==> src/rtl/user_switch_pkg.sv <==
// Shared constants for the user project switcher: FSM encoding, config address,
// pad safe states and config read-data layout.
package user_switch_pkg;

  localparam logic [1:0] StActive    = 2'd0;
  localparam logic [1:0] StSwitchOut = 2'd1;
  localparam logic [1:0] StPrst      = 2'd2;

  localparam logic [31:0] CfgAddressDefault = 32'h300F_FFFC;

  localparam logic OebSafe = 1'b1;
  localparam logic OutSafe = 1'b0;

  localparam int unsigned BusyBit = 31;

endpackage

==> src/rtl/user_proj_mux.sv <==
// Generic N:1 indexed mux over a flattened bus; out-of-range selects yield zero.
module user_proj_mux #(
  parameter int unsigned WIDTH    = 32,
  parameter int unsigned N        = 4,
  parameter int unsigned SEL_BITS = 2
) (
  input  logic [WIDTH*N-1:0]  data_i,
  input  logic [SEL_BITS-1:0] sel_i,
  output logic [WIDTH-1:0]    data_o
);

  always_comb begin
    data_o = '0;
    for (int i = 0; i < N; i++) begin
      if (sel_i == SEL_BITS'(i)) data_o = data_i[i*WIDTH +: WIDTH];
    end
  end

endmodule

==> src/rtl/user_project_switcher.sv <==
// Multiplexes several user projects onto the Caravel WB/LA/GPIO/IRQ interfaces with a
// runtime-selectable active project and a sequenced reset/clock handover.
module user_project_switcher
  import user_switch_pkg::*;
#(
  parameter int unsigned USER_PROJECTS = 4,
  parameter int unsigned CFG_BITS      = $clog2(USER_PROJECTS),
  parameter logic [31:0] CFG_ADDRESS   = CfgAddressDefault,
  parameter int unsigned IO_PADS       = 38,
  parameter int unsigned LA_BITS       = 32,
  parameter int unsigned RST_CYCLES    = 4
) (
  input  logic                                   wb_clk_i,
  input  logic                                   wb_rst_n_i,
  input  logic                                   wbs_stb_i,
  input  logic                                   wbs_cyc_i,
  input  logic                                   wbs_we_i,
  input  logic [3:0]                             wbs_sel_i,
  input  logic [31:0]                            wbs_adr_i,
  input  logic [31:0]                            wbs_dat_i,
  output logic                                   wbs_ack_o,
  output logic [31:0]                            wbs_dat_o,
  input  logic [CFG_BITS-1:0]                    strap_cfg_i,
  output logic [USER_PROJECTS-1:0]               proj_wbs_stb_o,
  output logic [USER_PROJECTS-1:0]               proj_wbs_cyc_o,
  input  logic [USER_PROJECTS-1:0]               proj_wbs_ack_i,
  input  logic [32*USER_PROJECTS-1:0]            proj_wbs_dat_i,
  input  logic [LA_BITS*USER_PROJECTS-1:0]       proj_la_i,
  output logic [127:0]                           la_data_out,
  input  logic [(IO_PADS-CFG_BITS)*USER_PROJECTS-1:0] proj_io_out_i,
  input  logic [(IO_PADS-CFG_BITS)*USER_PROJECTS-1:0] proj_io_oeb_i,
  output logic [IO_PADS-1:0]                     io_out,
  output logic [IO_PADS-1:0]                     io_oeb,
  input  logic [3*USER_PROJECTS-1:0]             proj_irq_i,
  output logic [2:0]                             user_irq,
  output logic [USER_PROJECTS-1:0]               proj_clk_en_o,
  output logic [USER_PROJECTS-1:0]               proj_rst_n_o,
  output logic [CFG_BITS-1:0]                    active_sel_o,
  output logic                                   switch_busy_o
);

  localparam int unsigned PadW = IO_PADS - CFG_BITS;
  localparam int unsigned CntW = (RST_CYCLES > 1) ? $clog2(RST_CYCLES) : 1;
  localparam logic [CntW-1:0] CntLast = CntW'(RST_CYCLES - 1);

  logic [1:0]               state_q, state_d;
  logic [CntW-1:0]          cnt_q, cnt_d;
  logic [CFG_BITS-1:0]      active_sel_q, active_sel_d, pending_sel_q, pending_sel_d;
  logic                     cfg_ack_q;
  logic [USER_PROJECTS-1:0] clk_en_q, clk_en_d, rst_n_q, rst_n_d, sel_oh_q, sel_oh_d;
  logic [IO_PADS-1:0]       io_out_q, io_out_d, io_oeb_q, io_oeb_d;
  logic [127:0]             la_q, la_d;
  logic [2:0]               irq_q, irq_d;

  logic              is_active, cfg_hit, cfg_req, cfg_wr_ok, strap_ok, fwd, fwd_ack;
  logic [31:0]       dat_sel, cfg_rd;
  logic [LA_BITS-1:0] la_sel;
  logic [PadW-1:0]   out_sel, oeb_sel;
  logic [2:0]        irq_sel;
  logic              unused_sel;

  assign unused_sel = ^wbs_sel_i[3:1];
  assign is_active  = (state_q == StActive);
  assign strap_ok   = 32'(strap_cfg_i) < USER_PROJECTS;
  assign cfg_hit    = (wbs_adr_i == CFG_ADDRESS);
  // A request is consumed only while no ack is pending, so held strobes ack every other cycle
  assign cfg_req    = wbs_stb_i & wbs_cyc_i & cfg_hit & ~cfg_ack_q;
  assign cfg_wr_ok  = cfg_req & wbs_we_i & wbs_sel_i[0] & is_active &
                      (wbs_dat_i < USER_PROJECTS) &
                      (wbs_dat_i[CFG_BITS-1:0] != active_sel_q);

  always_comb begin
    state_d       = state_q;
    cnt_d         = cnt_q;
    active_sel_d  = active_sel_q;
    pending_sel_d = pending_sel_q;
    unique case (state_q)
      StActive: begin
        if (cfg_wr_ok) begin
          pending_sel_d = wbs_dat_i[CFG_BITS-1:0];
          state_d       = StSwitchOut;
        end
      end
      StSwitchOut: begin
        active_sel_d = pending_sel_q;
        cnt_d        = '0;
        state_d      = StPrst;
      end
      StPrst: begin
        if (cnt_q == CntLast) state_d = StActive;
        else                  cnt_d   = cnt_q + CntW'(1);
      end
      default: state_d = StPrst;
    endcase
  end

  always_comb begin
    sel_oh_q = '0;
    sel_oh_d = '0;
    for (int i = 0; i < USER_PROJECTS; i++) begin
      sel_oh_q[i] = (active_sel_q == CFG_BITS'(i));
      sel_oh_d[i] = (active_sel_d == CFG_BITS'(i));
    end
  end

  // Project controls are registered from next state so they line up with state_q
  always_comb begin
    clk_en_d = (state_d == StSwitchOut) ? '0 : sel_oh_d;
    rst_n_d  = (state_d == StActive) ? sel_oh_d : '0;
  end

  always_comb begin
    io_out_d = {IO_PADS{OutSafe}};
    io_oeb_d = {IO_PADS{OebSafe}};
    la_d     = '0;
    irq_d    = '0;
    if (is_active) begin
      io_out_d[PadW-1:0] = out_sel;
      io_oeb_d[PadW-1:0] = oeb_sel;
      la_d               = 128'(la_sel);
      irq_d              = irq_sel;
    end
  end

  always_ff @(posedge wb_clk_i) begin
    if (!wb_rst_n_i) begin
      state_q       <= StPrst;
      cnt_q         <= '0;
      active_sel_q  <= strap_ok ? strap_cfg_i : '0;
      pending_sel_q <= '0;
      cfg_ack_q     <= 1'b0;
      clk_en_q      <= '0;
      rst_n_q       <= '0;
      io_out_q      <= {IO_PADS{OutSafe}};
      io_oeb_q      <= {IO_PADS{OebSafe}};
      la_q          <= '0;
      irq_q         <= '0;
    end else begin
      state_q       <= state_d;
      cnt_q         <= cnt_d;
      active_sel_q  <= active_sel_d;
      pending_sel_q <= pending_sel_d;
      cfg_ack_q     <= cfg_req;
      clk_en_q      <= clk_en_d;
      rst_n_q       <= rst_n_d;
      io_out_q      <= io_out_d;
      io_oeb_q      <= io_oeb_d;
      la_q          <= la_d;
      irq_q         <= irq_d;
    end
  end

  always_comb begin
    cfg_rd                 = '0;
    cfg_rd[BusyBit]        = ~is_active;
    cfg_rd[CFG_BITS-1:0]   = active_sel_q;
  end

  assign fwd            = is_active & ~cfg_hit;
  assign fwd_ack        = fwd & wbs_stb_i & wbs_cyc_i & |(proj_wbs_ack_i & sel_oh_q);
  assign proj_wbs_stb_o = {USER_PROJECTS{fwd & wbs_stb_i}} & sel_oh_q;
  assign proj_wbs_cyc_o = {USER_PROJECTS{fwd & wbs_cyc_i}} & sel_oh_q;
  assign wbs_ack_o      = cfg_ack_q | fwd_ack;
  assign wbs_dat_o      = cfg_ack_q ? cfg_rd : (fwd_ack ? dat_sel : '0);

  assign la_data_out   = la_q;
  assign io_out        = io_out_q;
  assign io_oeb        = io_oeb_q;
  assign user_irq      = irq_q;
  assign proj_clk_en_o = clk_en_q;
  assign proj_rst_n_o  = rst_n_q;
  assign active_sel_o  = active_sel_q;
  assign switch_busy_o = ~is_active;

  user_proj_mux #(.WIDTH(32), .N(USER_PROJECTS), .SEL_BITS(CFG_BITS)) u_mux_dat (
    .data_i(proj_wbs_dat_i), .sel_i(active_sel_q), .data_o(dat_sel)
  );
  user_proj_mux #(.WIDTH(LA_BITS), .N(USER_PROJECTS), .SEL_BITS(CFG_BITS)) u_mux_la (
    .data_i(proj_la_i), .sel_i(active_sel_q), .data_o(la_sel)
  );
  user_proj_mux #(.WIDTH(PadW), .N(USER_PROJECTS), .SEL_BITS(CFG_BITS)) u_mux_out (
    .data_i(proj_io_out_i), .sel_i(active_sel_q), .data_o(out_sel)
  );
  user_proj_mux #(.WIDTH(PadW), .N(USER_PROJECTS), .SEL_BITS(CFG_BITS)) u_mux_oeb (
    .data_i(proj_io_oeb_i), .sel_i(active_sel_q), .data_o(oeb_sel)
  );
  user_proj_mux #(.WIDTH(3), .N(USER_PROJECTS), .SEL_BITS(CFG_BITS)) u_mux_irq (
    .data_i(proj_irq_i), .sel_i(active_sel_q), .data_o(irq_sel)
  );

endmodule

==> config.mk <==
export PLATFORM = sky130hd
export DESIGN_NAME = user_project_switcher
export DESIGN_NICKNAME = d
export VERILOG_FILES = /design/src/rtl/user_switch_pkg.sv /design/src/rtl/user_proj_mux.sv /design/src/rtl/user_project_switcher.sv
export SDC_FILE = /design/constraint.sdc
export NUM_CORES = 1
export LEC_CHECK = 0
export BUFFER_PORTS_ARGS = -buffer_cell sky130_fd_sc_hd__buf_2
export CAP_MARGIN = 0
export CORE_AREA = 10 10 339 341
export CTS_CLUSTER_DIAMETER = 40
export DETAILED_ROUTE_END_ITERATION = 6
export DIE_AREA = 0 0 349 351
export MAX_ROUTING_LAYER = met4
export SLEW_MARGIN = 5
export SYNTH_ARGS = -nofsm -noshare
export SYNTH_HDL_FRONTEND = slang
export SYNTH_SLANG_ARGS = --single-unit
==> constraint.sdc <==
create_clock -name wb_clk_i -period 2.19 [get_ports wb_clk_i]
set_input_delay 0.3285 -clock wb_clk_i [delete_from_list [all_inputs] [get_ports wb_clk_i]]
set_output_delay 0.3285 -clock wb_clk_i [all_outputs]
set_load 0.01 [all_outputs]
==> impl_results.md <==
- Post-Synth Adder-Cell Area: 0.00155
- Placer congestion estimate: 0.977
- Syn avg cell area: 12.3 um^2
- DR WL/cell: approximately 23 um
- Syn Inst Count: around 660
- Total CTS buffers: 17
- Footprint of the multi-input gates: 0.00507 mm^2
- Setup_tns: -12.19 ns
- Initial core utilization: 0.0749
- Count of final hold-check violations: 0
- Drt pass-1 iters: 7
- Share of post-route cells with drive strength above 1: 0.707
- Hold_ws: about 0.09 ns
- Post-synthesis simple-gate area fraction: 0.151
- Die width: approximately 350 um
- Status: finished with violations
- Root Driver: clkbuf_16
- CP Class: flop to primary output
- Worst EP required: 1.86 ns
- # nets final: 2,090
- Synth Area in XOR/XNOR: 0.00216
- Max_slew headroom: 0.604
- # DRC: 0
- Top_reg_cell synth: dfxtp_1
- Pins Over Slew Limit: 0
- Final WL: 67.7 mm
- Mux cell area share after synthesis: 0.395
- Reg2Reg Setup Slack: 0.12 ns
- Area grow syn2layout: 80.8%
- Final Instance Count excl. Fillers: 2,909
- Worst-path clk slew: ~0.080 ns
- Period minus WS final: 2.58 ns
- Register area share after synthesis: 0.307
- Placed Instance Area: 0.0137 mm^2
- Clock skew: 0.0153 ns
- Rows: 121
- Core area: approximately 0.11 mm^2
- Via count: 9,260
- Reg-to-reg endpoint: io_out[0]$_SDFF_PN0_
- LEAKAGE: 6.86 nW
- CTS tree: done
- Largest cells by area after synthesis: mux4_2, dfxtp_1, buf_4, and3_1, or3_1
- Hold_sp: strap_cfg_i[1]
- Grt total ovfl: 0
- Ys async rst share: 0
- Area share of the largest cell type after synthesis: 0.389
- H-Tree Level Count: 4
- R2R cell count: 5
- Via density: 3.18
- Initial antenna violation count: 56
- Compound-Gate Fraction of Synth Area: 0.0151
- Largest family of logic cells by synthesized area: multiplexers
- Port bufs: 790
- Initial drt markers: between 600 and 700
- Crit start category: flop
- Peak supply drop: 0.000404 V
- Later-pin clock latency in the skew report: 0.49 ns
- CTS sink count: 124
- Final worst slack: -0.387 ns
- Die area: about 0.12 mm^2
- Overall Global Routing Usage: 0.107
- Register area: 0.00249 mm^2
- Hold Path Sink: active_sel_o[1]$_DFF_P_
- Hold Crit Class: input pin to flop
- Number of global-route vias before repair: approximately 10,000
- Synth Register Bits: 124
- Worst slack, placed: -0.437 ns
- DP HPWL: 59.7 mm
- Failing checks: setup timing
- Placed cell count: 2,844
- RSZ-0062 raised after global routing: yes
- Hold Path Stages: 3
- Layout fillers: ~12,000
- Final period utilization: 1.18
- DRT antenna net count: 0
- Crit. End Element: primary output
- Synthesis Warnings: 0
- Post-synth EDFFs: 0
- Worst R2R Start: active_sel_o[0]$_DFF_P_
- Largest net degree at the start of global routing: 80
- First-pass GRT wire length: 86.0 mm
- Power Dens Cells: approximately 570 mW/mm^2
- Area leader, netlist: mux4_2
- I/O Pins: 894
- Crit Path Max Fanout: 18
- CP arrival: 2.25 ns
- Final Cell Area: 0.0146 mm^2
- MaxCap Viol Count: 0
- Post-synthesis cell type count: between 40 and 50
- Mapped cell area: 0.00810 mm^2
- Clock Tree Buf Depth: 2
- Max Fclk: around 390 MHz
- Final number of setup-violating endpoints: 41
- Worst-margin pin slew: 0.594 ns
- Chip height: 351 um
## power breakdown
group	switching (mW)	internal [mW]
combinational	1.29	1.34
sequential	0.0541	2.39
clock	1.49	1.72
total	2.84	5.45
## cell type report
type                            instances  area share
Antenna cell                           28     0.00479
Clock buffer                           17      0.0291
Clock inverter                         15      0.0121
Inverter                                6     0.00154
Multi-Input combinational cell        464       0.347
Sequential cell                       124       0.170
Tap cell                             1414       0.121
Timing Repair Buffer                  841       0.315
## sequential cells by signal (all words and copies together), names as in the netlist
| name | cells |
|---|---|
| io_oeb | 36 |
| la_data_out | 32 |
| state_q | 2 |
| cnt_q | 2 |
| user_irq | 3 |
| cfg_ack_q | 1 |
| pending_sel_q | 2 |
| active_sel_o | 2 |
| proj_clk_en_o | 4 |
| proj_rst_n_o | 4 |
| io_out | 36 |
## cells in the mapped netlist (2+ instances only)
| cell type | n |
|---|---|
| mux4_2 | 140 |
| inv_1 | 6 |
| mux2i_1 | 2 |
| nor4_1 | 6 |
| and3_1 | 72 |
| buf_4 | 103 |
| nor3b_1 | 4 |
| nor2_1 | 17 |
| nor3_1 | 4 |
| nand4_1 | 4 |
| conb_1 | 2 |
| a22oi_1 | 2 |
| or3_1 | 37 |
| nand2_1 | 9 |
| nor4b_1 | 2 |
| clkbuf_1 | 30 |
| dfxtp_1 | 124 |
| o21ai_0 | 2 |
| a21oi_1 | 4 |
| mux2_2 | 2 |
| xor2_1 | 2 |
| nor2b_1 | 29 |
| o21ai_1 | 2 |
| nand3_1 | 6 |
| buf_2 | 19 |
| buf_1 | 8 |
## per-stage QoR
step / utilization / power (mW)
2_1_floorplan: - / 3.87
3_3_place_gp: 0.127 / 5.09
3_5_place_dp: 0.127 / 5.12
4_1_cts: 0.135 / 8.60
5_1_grt: 0.135 / 8.79
6_report: 0.135 / 8.29
## layer usage
metal / wire, um / part of all wire / GRT usage
met1: 24500 / 0.36 / 0.109
met2: 33900 / 0.50 / 0.179
met3: 7970 / 0.12 / 0.0543
met4: 1410 / 0.021 / 0.0358
met5: 0 / 0 / -
## how the worst max path moves through the flow
| stage | from | slack (ns) | end |
|---|---|---|---|
| 3_3_place_gp | wbs_adr_i[21] | -0.39 | proj_wbs_stb_o[3] |
| 5_1_grt | active_sel_o[0]$_DFF_P_ | -0.49 | wbs_dat_o[1] |
| 2_1_floorplan | wbs_adr_i[21] | 0.15 | wbs_dat_o[31] |
| 6_report | active_sel_o[0]$_DFF_P_ | -0.39 | wbs_dat_o[1] |
| 3_5_place_dp | wbs_adr_i[21] | -0.44 | wbs_dat_o[31] |
| 4_1_cts | active_sel_o[0]$_DFF_P_ | -0.47 | wbs_dat_o[1] |
## repair_timing
| action | CTS | global route |
|---|---|---|
| pin swaps | 8 | 7 |
| setup buffers | 4 | 0 |
| endpoints found under the hold margin | 1 | 0 |
| setup endpoints to repair | 50 | 43 |
| hold buffers | 1 | 0 |
| resized for setup | 30 | 6 |
## cell usage in the layout (no fill, tap or decap), types with 3 or more instances in the layout
master / n
conb_1: 100
inv_1: 6
buf_2: 780
diode_2: 28
nand2_1: 6
nand4_1: 4
and3_1: 72
mux4_2: 140
nand3_1: 6
nor2_1: 14
nor2b_1: 29
a21oi_1: 4
buf_4: 35
nor2_4: 3
inv_6: 5
buf_6: 8
inv_8: 3
nor4_1: 6
clkbuf_16: 17
buf_12: 17
or3_1: 37
dfxtp_1: 121
nor3b_2: 4
## critical path, stage by stage (launching register included)
cell and delay (ns):
dfxtp_4 0.36, buf_12 0.16, mux4_2 0.65, nand3_4 0.16, buf_12 0.16, o21ai_1 0.08
buf_2 0.14
## kinds of logic (layout without fill, tap and decap cells)
| family | Yosys count | after routing |
|---|---|---|
| muxes | 144 | 144 |
| other | 2 | 128 |
| buffers and inverters | 166 | 879 |
| AOI/OAI and AO/OA | 18 | 18 |
| and+or+nand+nor | 199 | 199 |
| DFF | 124 | 124 |
| xor gates and xnor gates | 2 | 2 |
| adders and majority gates | 1 | 1 |
No activity file was read; power rests on OpenSTA's default activity.
